==> src/rtl/ccff_bitstream_loader_if.sv <==
// ---------------------------------------------------------------------------
// ccff_bitstream_loader_if
// Host-side configuration port of the ccff bitstream loader.
//   start      : pulse, begin a load
//   abort      : pulse, terminate the current load
//   word_data  : bitstream word, MSB shifted into the chain first
//   word_valid : word_data is valid
//   word_ready : loader accepts the word this cycle
// master = host (SoC side), slave = loader.
// ---------------------------------------------------------------------------
interface ccff_bitstream_loader_if #(
    parameter int unsigned WORD_W = 32
) ();
    logic              start;
    logic              abort;
    logic [WORD_W-1:0] word_data;
    logic              word_valid;
    logic              word_ready;

    modport master (
        output start,
        output abort,
        output word_data,
        output word_valid,
        input  word_ready
    );

    modport slave (
        input  start,
        input  abort,
        input  word_data,
        input  word_valid,
        output word_ready
    );
endinterface

==> src/rtl/ccff_bitstream_loader.sv <==
// ---------------------------------------------------------------------------
// ccff_bitstream_loader
// Streams host bitstream words, MSB first, into the head of the FPGA
// configuration-chain (ccff) shift register and generates the chain's shift
// enable. Pads stay isolated (IO_ISOL_N = 0) until a full CHAIN_LEN-bit load
// has completed.
//
// Ports:
//   prog_clk, prog_reset_n : configuration clock, async active-low reset
//   host                   : start/abort and word valid/ready handshake
//   ccff_head              : serial config bit into the chain
//   ccff_shift_en          : chain clock enable (gates prog_clk at top level)
//   ccff_tail              : chain output (old contents)
//   tail_ones              : number of 1s observed on ccff_tail while shifting
//   bit_count              : bits shifted in the current/last load
//   IO_ISOL_N              : pad isolation release, 0 = isolated
//   busy, done             : load in progress / last load completed
// All outputs are registered.
// ---------------------------------------------------------------------------
module ccff_bitstream_loader #(
    parameter int unsigned WORD_W    = 32,
    parameter int unsigned CHAIN_LEN = 1024,
    parameter int unsigned CNT_W     = $clog2(CHAIN_LEN + 1)
) (
    input  logic                         prog_clk,
    input  logic                         prog_reset_n,
    ccff_bitstream_loader_if.slave       host,
    output logic                         ccff_head,
    output logic                         ccff_shift_en,
    input  logic                         ccff_tail,
    output logic [CNT_W-1:0]             tail_ones,
    output logic [CNT_W-1:0]             bit_count,
    output logic                         IO_ISOL_N,
    output logic                         busy,
    output logic                         done
);

    localparam int unsigned      IdxW     = (WORD_W > 1) ? $clog2(WORD_W) : 1;
    localparam logic [CNT_W-1:0] ChainLen = CNT_W'(CHAIN_LEN);
    localparam logic [IdxW-1:0]  TopIdx   = IdxW'(WORD_W - 1);

    typedef enum logic [1:0] {
        StIdle,
        StFetch,
        StShift,
        StDone
    } state_e;

    state_e            state_q, state_d;
    logic [WORD_W-1:0] sreg_q, sreg_d;
    logic [IdxW-1:0]   idx_q, idx_d;
    logic              word_ready_q, word_ready_d;
    logic              head_q, head_d;
    logic              shift_en_q, shift_en_d;
    logic [CNT_W-1:0]  tail_ones_q, tail_ones_d;
    logic [CNT_W-1:0]  bit_count_q, bit_count_d;
    logic              isol_n_q, isol_n_d;
    logic              busy_q, busy_d;
    logic              done_q, done_d;

    always_ff @(posedge prog_clk or negedge prog_reset_n) begin
        if (!prog_reset_n) begin
            state_q      <= StIdle;
            sreg_q       <= '0;
            idx_q        <= '0;
            word_ready_q <= 1'b0;
            head_q       <= 1'b0;
            shift_en_q   <= 1'b0;
            tail_ones_q  <= '0;
            bit_count_q  <= '0;
            isol_n_q     <= 1'b0;
            busy_q       <= 1'b0;
            done_q       <= 1'b0;
        end else begin
            state_q      <= state_d;
            sreg_q       <= sreg_d;
            idx_q        <= idx_d;
            word_ready_q <= word_ready_d;
            head_q       <= head_d;
            shift_en_q   <= shift_en_d;
            tail_ones_q  <= tail_ones_d;
            bit_count_q  <= bit_count_d;
            isol_n_q     <= isol_n_d;
            busy_q       <= busy_d;
            done_q       <= done_d;
        end
    end

    always_comb begin
        state_d      = state_q;
        sreg_d       = sreg_q;
        idx_d        = idx_q;
        word_ready_d = word_ready_q;
        head_d       = head_q;
        shift_en_d   = shift_en_q;
        tail_ones_d  = tail_ones_q;
        bit_count_d  = bit_count_q;
        isol_n_d     = isol_n_q;
        busy_d       = busy_q;
        done_d       = done_q;

        unique case (state_q)
            StIdle, StDone: begin
                if (host.start) begin
                    state_d      = StFetch;
                    word_ready_d = 1'b1;
                    shift_en_d   = 1'b0;
                    busy_d       = 1'b1;
                    done_d       = 1'b0;
                    isol_n_d     = 1'b0;
                    bit_count_d  = '0;
                    tail_ones_d  = '0;
                end
            end

            StFetch: begin
                if (host.abort) begin
                    state_d      = StIdle;
                    word_ready_d = 1'b0;
                    shift_en_d   = 1'b0;
                    busy_d       = 1'b0;
                    done_d       = 1'b0;
                    isol_n_d     = 1'b0;
                end else if (host.word_valid && word_ready_q) begin
                    // First bit goes straight to the head register so the
                    // chain captures it on the very next edge.
                    state_d      = StShift;
                    sreg_d       = host.word_data;
                    head_d       = host.word_data[WORD_W-1];
                    idx_d        = TopIdx;
                    word_ready_d = 1'b0;
                    shift_en_d   = 1'b1;
                end
            end

            StShift: begin
                if (host.abort) begin
                    // The bit launched this cycle is not counted; the chain
                    // contents are meaningless after an abort anyway.
                    state_d      = StIdle;
                    word_ready_d = 1'b0;
                    shift_en_d   = 1'b0;
                    busy_d       = 1'b0;
                    done_d       = 1'b0;
                    isol_n_d     = 1'b0;
                end else begin
                    // This edge is the enabled edge: the chain captures
                    // head_q and ccff_tail presents the bit leaving it.
                    if (bit_count_q != ChainLen) begin
                        bit_count_d = bit_count_q + 1'b1;
                    end
                    if (ccff_tail && (tail_ones_q != ChainLen)) begin
                        tail_ones_d = tail_ones_q + 1'b1;
                    end

                    if (bit_count_q >= ChainLen - 1'b1) begin
                        // Remaining low bits of a partial last word are dropped.
                        state_d    = StDone;
                        shift_en_d = 1'b0;
                        busy_d     = 1'b0;
                        done_d     = 1'b1;
                        isol_n_d   = 1'b1;
                    end else if (idx_q == '0) begin
                        state_d      = StFetch;
                        shift_en_d   = 1'b0;
                        word_ready_d = 1'b1;
                    end else begin
                        head_d = sreg_q[idx_q - 1'b1];
                        idx_d  = idx_q - 1'b1;
                    end
                end
            end

            default: begin
                state_d = StIdle;
            end
        endcase
    end

    assign host.word_ready = word_ready_q;
    assign ccff_head       = head_q;
    assign ccff_shift_en   = shift_en_q;
    assign tail_ones       = tail_ones_q;
    assign bit_count       = bit_count_q;
    assign IO_ISOL_N       = isol_n_q;
    assign busy            = busy_q;
    assign done            = done_q;

endmodule

==> src/flat_wrapper.sv <==
// flat-port wrapper written by rule: the top's interface ports become plain ports
module ccff_bitstream_loader_flat 
#(
    parameter int unsigned WORD_W    = 32,
    parameter int unsigned CHAIN_LEN = 1024,
    parameter int unsigned CNT_W     = $clog2(CHAIN_LEN + 1)
)
  (prog_clk, prog_reset_n, ccff_head, ccff_shift_en, ccff_tail, tail_ones, bit_count, IO_ISOL_N, busy, done, host_start, host_abort, host_word_data, host_word_valid, host_word_ready);
  ccff_bitstream_loader_if #(.WORD_W(WORD_W)) host_i ();
  input  logic prog_clk;
  input  logic prog_reset_n;
  output logic ccff_head;
  output logic ccff_shift_en;
  input  logic ccff_tail;
  output logic [CNT_W-1:0] tail_ones;
  output logic [CNT_W-1:0] bit_count;
  output logic IO_ISOL_N;
  output logic busy;
  output logic done;
  input wire logic [$bits(host_i.start)-1:0] host_start;
  input wire logic [$bits(host_i.abort)-1:0] host_abort;
  input wire logic [$bits(host_i.word_data)-1:0] host_word_data;
  input wire logic [$bits(host_i.word_valid)-1:0] host_word_valid;
  output wire logic [$bits(host_i.word_ready)-1:0] host_word_ready;
  assign host_i.start = host_start;
  assign host_i.abort = host_abort;
  assign host_i.word_data = host_word_data;
  assign host_i.word_valid = host_word_valid;
  assign host_word_ready = host_i.word_ready;
  ccff_bitstream_loader #(.WORD_W(WORD_W), .CHAIN_LEN(CHAIN_LEN), .CNT_W(CNT_W)) u_core (.prog_clk(prog_clk), .prog_reset_n(prog_reset_n), .host(host_i), .ccff_head(ccff_head), .ccff_shift_en(ccff_shift_en), .ccff_tail(ccff_tail), .tail_ones(tail_ones), .bit_count(bit_count), .IO_ISOL_N(IO_ISOL_N), .busy(busy), .done(done));
endmodule
==> config.mk <==
export PLATFORM = sky130hd
export DESIGN_NAME = ccff_bitstream_loader_flat
export DESIGN_NICKNAME = d
export VERILOG_FILES = /design/src/rtl/ccff_bitstream_loader_if.sv /design/src/rtl/ccff_bitstream_loader.sv /design/src/flat_wrapper.sv
export SDC_FILE = /design/constraint.sdc
export NUM_CORES = 1
export LEC_CHECK = 0
export CORE_ASPECT_RATIO = 1.25
export CORE_UTILIZATION = 50
export CTS_BUF_LIST = sky130_fd_sc_hd__clkbuf_16
export DETAILED_ROUTE_END_ITERATION = 12
export DONT_BUFFER_PORTS = 1
export PLACE_DENSITY = 0.8
export RECOVER_POWER = 50
export SLEW_MARGIN = 20
export SYNTH_ARGS = -nofsm -noshare
export SYNTH_HDL_FRONTEND = slang
export SYNTH_SLANG_ARGS = --single-unit
==> constraint.sdc <==
create_clock -name prog_clk -period 2.8 [get_ports prog_clk]
set_input_delay 0.84 -clock prog_clk [delete_from_list [all_inputs] [get_ports prog_clk]]
set_output_delay 0.84 -clock prog_clk [all_outputs]
set_load 0.005 [all_outputs]
==> metrics <==
Inst Count DP=403; yosys warns=0; I/O Pins=66; clock skew=0.008362 ns; ys async rst share=100.0%; clock transition at the registers of the reported paths=0.05 ns; CP max stage delay=0.57 ns; worst endpoint required time=3.04 ns; setup tns final=0 ns; first-pass GRT wire length=11.72 mm; Synth cell types=53; H-Tree Depth=3; Worst Setup Start Kind=flop; Post-Syn Nets=368; critical path class=flop to flop; VDD IR-drop max=0.6110 mV; post-cts hold buffer count=0; minimum clock period=2.595 ns; Max Clock Freq=0.3853 GHz; actual slew at the worst max-slew pin=1.002 ns; maximum root-to-sink buffer count=2; met3 WL=439 um; DIE WIDTH=77.63 um; LEAKAGE=1.584 nW; TritonCTS Sinks=66; worst min path class=input port to async pin; Post-synth EDFFs=0; Die Y=96.54 um; met2 wire len=3.681 mm; CTS tree=built; relative slew slack=32.86%; Min Hold Slack=0.2135 ns; clk_lat worst skew=0.32 ns; Starting Density=51.55%; fraction of layout cells with a size suffix above 1=18.24%; WL final=7.006 mm; post-synthesis cell count=323; synthesized flop and latch total=66; Resize count post-CTS=0; critical path peak fanout=9; GRT Total Usage=20.36%; crit end category=flop; First-pass DRT Iterations=4; DRC=0; pin count of the biggest net entering global routing=67; PortBufs=0; Hold Violations, Final=0; # Max-Cap Violations=0; Initial DRC Count=96; sequential area share after synthesis=46.20%; Non-Filler Instances=419; critical path's slowest cell=ha_1; status=completed; initial antenna violation count=0; PD cells=986.7 nW/um^2; Vias=2488; Final HPWL DP=5.033 mm; Syn-to-layout area delta=8.645%; FP Rows=34; WL per Instance=16.72 um; final setup violation count=0; DR vias/cell=5.938; CORE AREA=6934 sq um; DRT met1 WL=2.773 mm; grt ovf=0; Critical Path, Cell by Cell=inv_1 -> ha_1 -> mux2i_1 -> mux4_1 -> mux2_2 -> or4_4 -> o211ai_2; die area=7494 sq um; RD Place Congestion=0.8270; Final nets=369; crit share post-route=92.69%; Num CTS Buffers=9; antenna-violating nets left=0; top_reg_cell synth=dfrtp_1; postcts setup bufs=0; Syn Std Cell Area=3575 sq um; Slew Limit Fails=0; # diodes=0; RSZ-0062 raised after global routing=false; Max Used Layer=met4; Arrival @ worst endpoint=2.84 ns; syn_area_per_cell=11.07 sq um; root buffer cell=clkbuf_16; vias in the first global route=2578
synth_stat cells, drive strengths merged (2+ instances only):
cell     n  area, sq um
dfrtp   66         1652
mux2    35        394.1
nand2   26        97.59
a21oi   18        93.84
mux2i   17        170.2
inv     13        48.80
nor2    12        45.04
o21ai   12        60.05
nand3   10        50.05
clkbuf   9        33.78
nand2b   9        56.30
buf      8        76.32
ha       7        87.58
nand4    7        43.79
nor3     7        35.03
nor4     6        37.54
xor2     6        71.32
o31ai    5        42.54
mux4     4        105.1
nor4b    4        35.03
o41ai    4        42.55
or4      4        33.78
xnor2    4        35.03
a31oi    3        18.77
and3     3        18.77
or3      3        18.77
nor2b    2        12.51
nor3b    2        15.01
o211ai   2        20.02
o31a     2        17.52
kinds of logic after synthesis:
| kind of cell | after synthesis | synth area share (%) |
|---|---|---|
| buffers and inverters | 31 | 4.550 |
| flip-flops | 66 | 46.20 |
| multiplexers | 56 | 18.73 |
| XOR/XNOR | 10 | 2.975 |
| AND/OR/NAND/NOR | 100 | 15.09 |
| AO/OA/AOI/OAI | 53 | 10.01 |
| adder cells (fa/ha/maj) | 7 | 2.450 |
worst paths after layout:
path,startpoint,to,slack (ns),depth (start not counted)
min in group prog_clk,u_core.sreg_q[18]$_DFFE_PN0P_,u_core.sreg_q[18]$_DFFE_PN0P_,0.49,1
max,u_core.idx_q[0]$_DFFE_PN0P_,u_core.ccff_head$_DFFE_PN0P_,0.20,7
max reg2reg,u_core.idx_q[0]$_DFFE_PN0P_,u_core.ccff_head$_DFFE_PN0P_,0.20,7
min reg2reg,u_core.sreg_q[18]$_DFFE_PN0P_,u_core.sreg_q[18]$_DFFE_PN0P_,0.49,1
max in group asynchronous,prog_reset_n,u_core.sreg_q[11]$_DFFE_PN0P_,2.45,0
min,prog_reset_n,u_core.tail_ones[9]$_DFFE_PN0P_,0.21,0
layer usage:
metal | vias to the layer above | track usage [%]
met5 | - | 0
met4 | 0 | 9.748
met3 | 9 | 5.446
met2 | 75 | 37.02
met1 | 1216 | 22.13
li1 | 1188 | -
worst max-delay path: cells and delay by family, from the launching register on:
family                   cells  cell delay (ns)
AO/OA/AOI/OAI                1             0.08
adder cells (fa/ha/maj)      1             0.57
buffers and inverters        1             0.08
flip-flops                   1             0.34
multiplexers                 3             0.96
AND/OR/NAND/NOR              1             0.48
layout by cell type, fill, tap and decap left out, drive strengths merged, types with 10 or more instances in the layout:
cell type  instances
dfrtp             66
mux2              35
nand2             26
a21oi             18
mux2i             17
inv               15
nor2              12
o21ai             12
nand3             10
flip-flops by register name, indices dropped and copies added (netlist names):
| name | cells |
|---|---|
| u_core.sreg_q | 32 |
| u_core.ccff_shift_en | 1 |
| u_core.host.word_ready | 1 |
| u_core.busy | 1 |
| u_core.tail_ones | 11 |
| u_core.bit_count | 11 |
| u_core.ccff_head | 1 |
| u_core.IO_ISOL_N | 1 |
| u_core.idx_q | 5 |
| u_core.state_q | 2 |
layout make-up:
type / instances / area (sq um)
clock inverter: 7 / 28.78
multi-input combinational: 226 / 1760
sequential: 66 / 1652
fill: 592 / 3050
tap: 90 / 112.6
inverter: 14 / 52.55
timing repair buffer: 7 / 52.55
clock buffer: 9 / 225.2
per-stage QoR:
stage,util [%],area [sq um],total power [mW],setup slack (ns)
global route,56.01,3884,4.090,0.02782
floorplan,-,3575,2.630,0.09073
detailed placement,52.35,3630,2.896,0.2530
global placement,52.35,3630,2.830,0.3428
finish,56.01,3884,3.832,0.2046
CTS,56.01,3884,3.875,0.1684
power by group:
part	total (mW)	leakage [nW]	switching [mW]	internal [mW]
Clock	0.952	0.134	0.373	0.579
Sequential	1.50	0.823	0.229	1.27
Combinational	1.38	0.626	0.682	0.696
Total	3.83	1.58	1.28	2.55
Power figures use the tool's default switching activity.
